[src/rtl/vme_bus_initiator_pkg.sv]
// rtl/vme_bus_initiator_pkg.sv - shared types and constants for the VME bus initiator
package vme_initiator_pkg;

   typedef enum logic [2:0] {
      ST_IDLE,
      ST_SETUP,
      ST_STROBE,
      ST_RELEASE,
      ST_RESP
   } state_e;

   localparam int SYNC_DEPTH = 2;
   localparam int TMO_W      = 16;

endpackage

[src/rtl/vme_bus_initiator_if.sv]
// rtl/vme_bus_initiator_if.sv - host request/response port plus VME strobe/data bus
interface vme_bus_initiator_if #(
   parameter int DW = 8
);
   logic          req_valid;
   logic          req_ready;
   logic          req_write;
   logic [DW-1:0] req_wdata;
   logic          rsp_valid;
   logic          rsp_ready;
   logic [DW-1:0] rsp_rdata;
   logic          rsp_err;
   logic          dsr;
   logic          dsw;
   logic          dtack;
   logic [DW-1:0] d_out;
   logic          d_oe;
   logic [DW-1:0] d_in;

   modport master (
      input  req_valid, req_write, req_wdata, rsp_ready, dtack, d_in,
      output req_ready, rsp_valid, rsp_rdata, rsp_err, dsr, dsw, d_out, d_oe
   );

   modport slave (
      output req_valid, req_write, req_wdata, rsp_ready, dtack, d_in,
      input  req_ready, rsp_valid, rsp_rdata, rsp_err, dsr, dsw, d_out, d_oe
   );
endinterface

[src/rtl/vme_bus_initiator_sync2.sv]
// rtl/vme_bus_initiator_sync2.sv - multi-flop synchronizer with synchronous active-low clear
module vme_sync2
   import vme_initiator_pkg::*;
(
   input  logic clk,
   input  logic resetn,
   input  logic d,
   output logic q
);
   logic [SYNC_DEPTH-1:0] sync_q;
   logic [SYNC_DEPTH-1:0] sync_d;

   always_comb begin
      sync_d = {sync_q[SYNC_DEPTH-2:0], d};
   end

   always_ff @(posedge clk) begin
      if (!resetn) begin
         sync_q <= '0;
      end else begin
         sync_q <= sync_d;
      end
   end

   assign q = sync_q[SYNC_DEPTH-1];
endmodule

[src/rtl/vme_bus_initiator.sv]
// rtl/vme_bus_initiator.sv - four-phase dsr/dsw/dtack bus master, one cycle per host request
// Optional strobe timeout: VME_INITIATOR_TIMEOUT_EN
module vme_bus_initiator
   import vme_initiator_pkg::*;
#(
   parameter int DW        = 8,
   parameter int SETUP_CYC = 2
`ifdef VME_INITIATOR_TIMEOUT_EN
   ,
   parameter int TIMEOUT_CYC = 64
`endif
) (
   input  logic                clk,
   input  logic                reset,
   vme_bus_initiator_if.master bus
);
   state_e        state_q, state_d;
   logic          write_q, write_d;
   logic [DW-1:0] wdata_q, wdata_d;
   logic [DW-1:0] rdata_q, rdata_d;
   logic          err_q, err_d;
   logic [3:0]    setup_cnt_q, setup_cnt_d;
   logic          dtack_s;
   logic          req_ready;
`ifdef VME_INITIATOR_TIMEOUT_EN
   logic [TMO_W-1:0] tmo_cnt_q, tmo_cnt_d;
`endif

   vme_sync2 u_dtack_sync (
      .clk    (clk),
      .resetn (reset),
      .d      (bus.dtack),
      .q      (dtack_s)
   );

   always_comb begin
      state_d     = state_q;
      write_d     = write_q;
      wdata_d     = wdata_q;
      rdata_d     = rdata_q;
      err_d       = err_q;
      setup_cnt_d = setup_cnt_q;
      req_ready   = 1'b0;
`ifdef VME_INITIATOR_TIMEOUT_EN
      tmo_cnt_d   = tmo_cnt_q;
`endif
      case (state_q)
         ST_IDLE: begin
            req_ready = 1'b1;
            if (bus.req_valid) begin
               write_d     = bus.req_write;
               wdata_d     = bus.req_wdata;
               rdata_d     = '0;
               err_d       = 1'b0;
               setup_cnt_d = '0;
               state_d     = ST_SETUP;
            end
         end
         ST_SETUP: begin
            // A responder still holding dtack from an earlier cycle keeps us here.
            if (setup_cnt_q != 4'(SETUP_CYC - 1)) begin
               setup_cnt_d = setup_cnt_q + 4'd1;
            end else if (!dtack_s) begin
`ifdef VME_INITIATOR_TIMEOUT_EN
               tmo_cnt_d = '0;
`endif
               state_d   = ST_STROBE;
            end
         end
         ST_STROBE: begin
`ifdef VME_INITIATOR_TIMEOUT_EN
            tmo_cnt_d = tmo_cnt_q + 1'b1;
`endif
            if (dtack_s) begin
               if (!write_q) rdata_d = bus.d_in;
               state_d = ST_RELEASE;
            end
`ifdef VME_INITIATOR_TIMEOUT_EN
            else if (tmo_cnt_q == TMO_W'(TIMEOUT_CYC - 1)) begin
               err_d   = 1'b1;
               rdata_d = '0;
               state_d = ST_RELEASE;
            end
`endif
         end
         ST_RELEASE: begin
            if (!dtack_s) state_d = ST_RESP;
         end
         ST_RESP: begin
            if (bus.rsp_ready) begin
               rdata_d = '0;
               err_d   = 1'b0;
               state_d = ST_IDLE;
            end
         end
         default: state_d = ST_IDLE;
      endcase
   end

   always_ff @(posedge clk) begin
      if (!reset) begin
         state_q     <= ST_IDLE;
         write_q     <= 1'b0;
         wdata_q     <= '0;
         rdata_q     <= '0;
         err_q       <= 1'b0;
         setup_cnt_q <= '0;
`ifdef VME_INITIATOR_TIMEOUT_EN
         tmo_cnt_q   <= '0;
`endif
      end else begin
         state_q     <= state_d;
         write_q     <= write_d;
         wdata_q     <= wdata_d;
         rdata_q     <= rdata_d;
         err_q       <= err_d;
         setup_cnt_q <= setup_cnt_d;
`ifdef VME_INITIATOR_TIMEOUT_EN
         tmo_cnt_q   <= tmo_cnt_d;
`endif
      end
   end

   assign bus.req_ready = req_ready;
   assign bus.rsp_valid = (state_q == ST_RESP);
   assign bus.rsp_rdata = rdata_q;
   assign bus.rsp_err   = err_q;
   assign bus.dsr       = (state_q == ST_STROBE) && !write_q;
   assign bus.dsw       = (state_q == ST_STROBE) && write_q;
   assign bus.d_oe      = write_q && ((state_q == ST_SETUP) || (state_q == ST_STROBE));
   assign bus.d_out     = bus.d_oe ? wdata_q : '0;
endmodule

[src/flat_wrapper.sv]
// flat-port wrapper written by rule: the top's interface ports become plain ports
module vme_bus_initiator_flat import vme_initiator_pkg::*;
#(
   parameter int DW        = 8,
   parameter int SETUP_CYC = 2

)
  (clk, reset, bus_req_valid, bus_req_write, bus_req_wdata, bus_rsp_ready, bus_dtack, bus_d_in, bus_req_ready, bus_rsp_valid, bus_rsp_rdata, bus_rsp_err, bus_dsr, bus_dsw, bus_d_out, bus_d_oe);
  vme_bus_initiator_if #(.DW(DW)) bus_i ();
  input  logic clk;
  input  logic reset;
  input wire logic [$bits(bus_i.req_valid)-1:0] bus_req_valid;
  input wire logic [$bits(bus_i.req_write)-1:0] bus_req_write;
  input wire logic [$bits(bus_i.req_wdata)-1:0] bus_req_wdata;
  input wire logic [$bits(bus_i.rsp_ready)-1:0] bus_rsp_ready;
  input wire logic [$bits(bus_i.dtack)-1:0] bus_dtack;
  input wire logic [$bits(bus_i.d_in)-1:0] bus_d_in;
  output wire logic [$bits(bus_i.req_ready)-1:0] bus_req_ready;
  output wire logic [$bits(bus_i.rsp_valid)-1:0] bus_rsp_valid;
  output wire logic [$bits(bus_i.rsp_rdata)-1:0] bus_rsp_rdata;
  output wire logic [$bits(bus_i.rsp_err)-1:0] bus_rsp_err;
  output wire logic [$bits(bus_i.dsr)-1:0] bus_dsr;
  output wire logic [$bits(bus_i.dsw)-1:0] bus_dsw;
  output wire logic [$bits(bus_i.d_out)-1:0] bus_d_out;
  output wire logic [$bits(bus_i.d_oe)-1:0] bus_d_oe;
  assign bus_i.req_valid = bus_req_valid;
  assign bus_i.req_write = bus_req_write;
  assign bus_i.req_wdata = bus_req_wdata;
  assign bus_i.rsp_ready = bus_rsp_ready;
  assign bus_i.dtack = bus_dtack;
  assign bus_i.d_in = bus_d_in;
  assign bus_req_ready = bus_i.req_ready;
  assign bus_rsp_valid = bus_i.rsp_valid;
  assign bus_rsp_rdata = bus_i.rsp_rdata;
  assign bus_rsp_err = bus_i.rsp_err;
  assign bus_dsr = bus_i.dsr;
  assign bus_dsw = bus_i.dsw;
  assign bus_d_out = bus_i.d_out;
  assign bus_d_oe = bus_i.d_oe;
  vme_bus_initiator #(.DW(DW), .SETUP_CYC(SETUP_CYC)) u_core (.clk(clk), .reset(reset), .bus(bus_i));
endmodule
[config.mk]
export PLATFORM = sky130hd
export DESIGN_NAME = vme_bus_initiator_flat
export DESIGN_NICKNAME = d
export VERILOG_FILES = /design/src/rtl/vme_bus_initiator_pkg.sv /design/src/rtl/vme_bus_initiator_if.sv /design/src/rtl/vme_bus_initiator_sync2.sv /design/src/rtl/vme_bus_initiator.sv /design/src/flat_wrapper.sv
export SDC_FILE = /design/constraint.sdc
export NUM_CORES = 1
export LEC_CHECK = 0
export CELL_PAD_IN_SITES_DETAIL_PLACEMENT = 1
export CELL_PAD_IN_SITES_GLOBAL_PLACEMENT = 2
export CORE_MARGIN = 2
export CORE_UTILIZATION = 22
export DETAILED_ROUTE_END_ITERATION = 12
export PLACE_DENSITY = 0.83
export SLEW_MARGIN = 5
export SYNTH_ARGS = -nofsm -noshare
export SYNTH_HDL_FRONTEND = slang
export SYNTH_HIERARCHICAL = 1
export SYNTH_SLANG_ARGS = --single-unit
[constraint.sdc]
create_clock -name clk -period 1.6 [get_ports clk]
set_input_delay 0.32 -clock clk [delete_from_list [all_inputs] [get_ports clk]]
set_output_delay 0.32 -clock clk [all_outputs]
set_load 0.05 [all_outputs]
# Word level (Yosys, flattened, before mapping)
# Index checks and enable logic that the tools add are counted.
[totals]
word_cells = 55
out_inout_bits = 22
latchBits = 0
n_memories = 0
romBits = 0
register_bits = 27
input_bits = 22
ram_bits = 0
[classes]
n_reduce_logical = 14
shifts = 0
n_eq_ne = 13
n_div = 0
multipliers = 0
bitwise_logic = 0
mux = 20
n_lt_le_gt_ge = 0
add_sub_neg = 1
[ops]
columns = ["operator", "count"]
rows = [
  ["$mux W8", 5],
  ["$pmux W8 S3", 1],
  ["$mux W3", 6],
  ["$pmux W3 S5", 1],
  ["$ne A2 B2 Y1 const B", 7],
  ["$mux W4", 2],
  ["$pmux W4 S2", 1],
  ["$eq A3 B2 Y1 const B", 2],
  ["$reduce_and A3 Y1", 2],
  ["$reduce_and A6 Y1", 1],
  ["$reduce_and A5 Y1", 1],
  ["$add A4 B1 Y4 const B", 1],
  ["$ne A4 B1 Y1 const B", 1],
  ["$reduce_bool A2 Y1", 2],
  ["$eq A3 B1 Y1 const B", 1],
  ["$eq A3 B3 Y1 const B", 1],
  ["$logic_and A1 B1 Y1", 3],
  ["$logic_not A3 Y1", 1],
  ["$mux W1", 3],
  ["$reduce_bool A3 Y1", 1],
  ["$ne A2 B1 Y1 const B", 1],
  ["$pmux W1 S2", 1],
  ["$reduce_and A2 Y1", 1],
  ["$logic_not A1 Y1", 1],
  ["$logic_or A1 B1 Y1", 1],
]

# Longest topological paths before layout
[logic_depth]
depth_word = 4
depth_mapped = 5
mapped_depth_nobuf = 5

# By module
# The synthesis kept the hierarchy.
[modules_own_cells]
columns = ["module", "instances", "seq_area_each_um2", "area_per_inst_um2", "cells_each"]
rows = [
  ["vme_bus_initiator", 1, 480.5, 1211.2, 144],
  ["vme_sync2", 1, 40.0, 52.6, 4],
]

# Worst setup path before layout
# OpenSTA, ideal clock, no wires.
[synth_timing]
path_kind = "register to output"
start = "register u_core.state_q[1]"
end = "output bus_dsr"
required_time_ps = 1280
stages_incl_launch_ff = 4
arrival_time_ps = 2333
n_path_buf = 2
setup_slack_ps = -1053
cell_sequence = "dfxtp_1 > buf_6 > clkbuf_1 > nor4b_1"
[synth_via]
elab_chain_len = 2
[synth_rtl]
columns = ["item", "line", "rtl"]
rows = [
  ["start: declaration", "vme_bus_initiator.sv:17", "state_e state_q, state_d;"],
  ["start signal: assignment", "vme_bus_initiator.sv:112", "state_q <= state_d;"],
  ["$eq A3 B2 Y1", "vme_bus_initiator.sv:128", "assign bus.dsr = (state_q == ST_STROBE) && !write_q;"],
  ["$logic_and A1 B1 Y1", "vme_bus_initiator.sv:128", ""],
  ["end: declaration", "flat_wrapper.sv:22", "output wire logic [$bits(bus_i.dsr)-1:0] bus_dsr;"],
]
# Every way passes these cells.

# Final worst setup path
[layout_timing]
start = "register u_core.state_q[1]"
end = "output bus_d_out[1]"
[layout_via]
elab_chain_len = 4
elab_cells_between_ends = 5
cone_classes = "eq/ne (2); mux (1); reduce/logical (2)"
[layout_rtl]
columns = ["item", "line", "rtl"]
rows = [
  ["$eq A3 B1 Y1 or $eq A3 B2 Y1 (tied branches)", "vme_bus_initiator.sv:130", "assign bus.d_oe = write_q && ((state_q == ST_SETUP) || (state_q == ST_STROBE));"],
  ["$logic_or A1 B1 Y1 (*)", "vme_bus_initiator.sv:130", ""],
  ["$logic_and A1 B1 Y1 (*)", "vme_bus_initiator.sv:130", ""],
  ["$mux W8 (*)", "vme_bus_initiator.sv:131", "assign bus.d_out = bus.d_oe ? wdata_q : '0;"],
  ["end: declaration", "flat_wrapper.sv:24", "output wire logic [$bits(bus_i.d_out)-1:0] bus_d_out;"],
]
# Mark *: on every way between the ends. The rest lies on a longest branch, timed or not.

==> PnR_summary.wiki <==
{| class="wikitable"
! Metric !! Value
|-
| Core Rows || 27
|-
| Flop and latch count out of synthesis || 26
|-
| DP HPWL || approximately 2600 um
|-
| Wire length of the first global-routing pass || about 5900 um
|-
| Setup repair after global routing missed its margin || yes
|-
| Antenna violations before repair || 0
|-
| Run status || finished with violations
|-
| CTS buffer count || 3
|-
| Number of hold buffers added after CTS || 0
|-
| Antenna Cells || 0
|-
| Pin count of the biggest net entering global routing || 25
|-
| Width of the chip || between 70 and 80 um
|-
| Endpoint class of the critical path || output port
|-
| Antenna-violating nets left || 0
|-
| TritonCTS clock tree || yes
|-
| Worst slack, placed || -336 ps
|-
| Number of sinks driven by the clock tree || 26
|-
| Crit share post-route || 1.05
|-
| Leading area contributor after synthesis || sky130_fd_sc_hd__dfxtp_1
|-
| Warnings from Yosys || 6
|-
| Number of optimization iterations in the first detailed-route pass || 3
|-
| Grt ovf || 0
|-
| Via count normalized by instance count || between 4 and 5
|-
| Effective utilization at floorplan || 0.228
|-
| Kind of path behind the tightest hold check || reg2reg
|-
| Via count || 1192
|-
| Total leakage power || 0.000840 uW
|-
| Net count, final || ~230
|-
| MaxCap Viol Count || 0
|-
| First DRT Iteration DRCs || 22
|-
| Die area || about 0.0064 mm2
|-
| Number of distinct library cells after synthesis || 40
|-
| Buffer levels on the longest clock path || 2
|-
| Height of the die || roughly 80 um
|-
| Count of flip-flops with a built-in enable after synthesis || 0
|-
| Clk_lat worst skew || ~270 ps
|-
| Core Region || about 0.0055 mm2
|-
| Worst endpoint required time || 1280 ps
|-
| Post-CTS repair timing setup buffer count || 0
|-
| P per Cell Area || about 850 mW/mm2
|-
| Total I/O pin count || 44
|-
| Most instantiated cells after synthesis || sky130_fd_sc_hd__nand2_1 (37), sky130_fd_sc_hd__dfxtp_1 (26), sky130_fd_sc_hd__and2_1 (10), sky130_fd_sc_hd__a21boi_0 (8), sky130_fd_sc_hd__mux2i_1 (8)
|-
| Depth of the CTS H-tree || 1
|-
| Area share of the largest cell type after synthesis || 0.412
|-
| Layout overhead on the synthesized area || 67.9%
|-
| Final estimated routing congestion in global placement || around 0.70
|-
| Cell area after layout || between 0.002 and 0.0025 mm2
|-
| Clock tree root driver cell || sky130_fd_sc_hd__clkbuf_8
|-
| Final-layout setup total negative slack || -665 ps
|-
| Clock transition at path regs || roughly 100 ps
|-
| Post-detailed-routing wire length || ~3500 um
|-
| Worst IR Drop VDD || between 0.4 and 0.5 mV
|-
| List of cells traversed by the critical path || xor2_1 -> and3_4 -> and2_4 -> buf_12
|-
| Cell with the largest stage delay on the worst path || sky130_fd_sc_hd__dfxtp_2
|-
| Dominant cells by area after synthesis || sky130_fd_sc_hd__dfxtp_1 (41%), sky130_fd_sc_hd__nand2_1 (11%), sky130_fd_sc_hd__mux2i_1 (6.3%), sky130_fd_sc_hd__and2_1 (5.0%), sky130_fd_sc_hd__a21boi_0 (4.8%)
|-
| Residual DRC || 0
|-
| Cell count after synthesis || around 150
|-
| Minimum setup slack in the final design || -76.7 ps
|-
| Worst clock skew || 6.61 ps
|-
| Post-detailed-placement cell area || between 0.0015 and 0.002 mm2
|-
| Number of failing hold endpoints at the final stage || 0
|-
| Layout cell share with drive strength beyond 1 || 0.325
|-
| Launching element type of the critical path || flip-flop
|-
| Via count of the first global-routing pass || about 1300
|-
| GRT Resource Usage Total || 0.119
|-
| Predominant post-synthesis flop cell || sky130_fd_sc_hd__dfxtp_1
|-
| Total standard cell area after synthesis || approximately 0.0013 mm2
|-
| Highest cell delay on the worst timing path || ~370 ps
|-
| FFs w/ async S/R, synth || 0
|-
| Slew Viols, Final || 0
|-
| Total of buffers placed on input and output ports || 42
|-
| Syn Area/Cell || ~8.5 um2
|-
| Path type of the worst setup path || reg2out
|-
| Post-layout minimum cycle time || 1680 ps
|-
| Post-synth net total || 172
|-
| Library cell with the highest instance count after synthesis || sky130_fd_sc_hd__nand2_1
|-
| Maximum fanout along the worst path || 9
|-
| Routed len/inst || between 10 and 15 um
|-
| Signal arrival time at the worst endpoint || ~1400 ps
|-
| F_max || just under 600 MHz
|-
| Sequential area share after synthesis || 0.412
|-
| Final setup violation count || 10
|-
| Violated checks || setup timing
|}
-- power breakdown --
group	total (uW)	switching, uW	internal (uW)
clock	548	213	335
combinational	537	272	265
sequential	718	28.6	690
-- metrics by stage --
| step | std cells | utilization | power, uW | hold slack [ps] |
|---|---|---|---|---|
| floorplan | 148 | - | 1010 | 412 |
| global route | 272 | 0.383 | 1900 | 482 |
| finish | 272 | 0.383 | 1800 | 450 |
| global placement | 268 | 0.358 | 1220 | 415 |
| detailed placement | 268 | 0.358 | 1230 | 426 |
| CTS | 272 | 0.378 | 1820 | 451 |
-- state kept, by name, indices dropped and copies added, names as in the netlist --
| signal | flops |
|---|---|
| u_core/bus.rsp_rdata | 8 |
| u_core/wdata_q | 8 |
| u_core/u_dtack_sync/sync_q | 2 |
| u_core/state_q | 3 |
| u_core/setup_cnt_q | 4 |
| u_core/write_q | 1 |
-- cells in the final DEF (no fill, tap or decap), types with 2 or more instances in the layout --
master	instances
sky130_fd_sc_hd__clkbuf_8	3
sky130_fd_sc_hd__a21boi_0	8
sky130_fd_sc_hd__ha_1	2
sky130_fd_sc_hd__o21a_1	2
sky130_fd_sc_hd__dfxtp_2	2
sky130_fd_sc_hd__inv_1	3
sky130_fd_sc_hd__nor3b_1	3
sky130_fd_sc_hd__or4_1	2
sky130_fd_sc_hd__and2_4	8
sky130_fd_sc_hd__and2_1	2
sky130_fd_sc_hd__o21ai_0	5
sky130_fd_sc_hd__nand2_1	37
sky130_fd_sc_hd__a21oi_1	4
sky130_fd_sc_hd__a21boi_1	2
sky130_fd_sc_hd__clkdlybuf4s50_1	21
sky130_fd_sc_hd__buf_4	24
sky130_fd_sc_hd__dfxtp_1	23
sky130_fd_sc_hd__buf_12	13
sky130_fd_sc_hd__mux2i_1	8
-- critical path: cells and delay by family, from the launching register on --
| kind | cells | cell delay, ps |
|---|---|---|
| flops | 1 | 370 |
| buf+inv | 1 | 130 |
| xor+xnor | 1 | 150 |
| simple gates | 2 | 430 |
-- layout make-up --
cell class | count | area [um2]
multi-input combinational | 107 | 757
clock inverter | 1 | 30.0
clock buffer | 3 | 41.3
fill | 655 | 3420
timing repair buffer | 59 | 662
tap | 72 | 90.1
inverter | 4 | 15.0
sequential | 26 | 527
-- worst paths after layout --
| kind | start | endpoint | slack (ps) | cells after the start |
|---|---|---|---|---|
| worst max-delay path | u_core/state_q[1] | bus_d_out[1] | -80 | 4 |
| worst max register to register | u_core/state_q[2] | u_core/setup_cnt_q[3] | 20 | 3 |
| worst min register to register | u_core/u_dtack_sync/sync_q[0] | u_core/u_dtack_sync/sync_q[1] | 450 | 1 |
| worst min-delay path | u_core/u_dtack_sync/sync_q[0] | u_core/u_dtack_sync/sync_q[1] | 450 | 1 |
-- per-layer routing --
layer,vias up,track usage,wire [um]
met4,0,0.0508,56
met2,26,0.211,1730
met3,4,0.0215,130
met5,-,0,0
met1,562,0.141,1550
li1,600,-,-
-- repair_timing --
| item | 4_1_cts | 5_1_grt |
|---|---|---|
| pin swaps | 2 | 1 |
| gates resized for setup | 11 | 6 |
| endpoints found under the setup margin | 23 | 21 |
-- kinds of logic after synthesis --
group,Yosys count,synth area share
xor+xnor,1,0.00693
fa+ha+maj,2,0.0198
other cells,1,0.00297
simple gates,68,0.286
mux,9,0.0723
flops,26,0.412
compound gates,26,0.145
buf+inv,15,0.0554
Power figures use the tool's default switching activity.
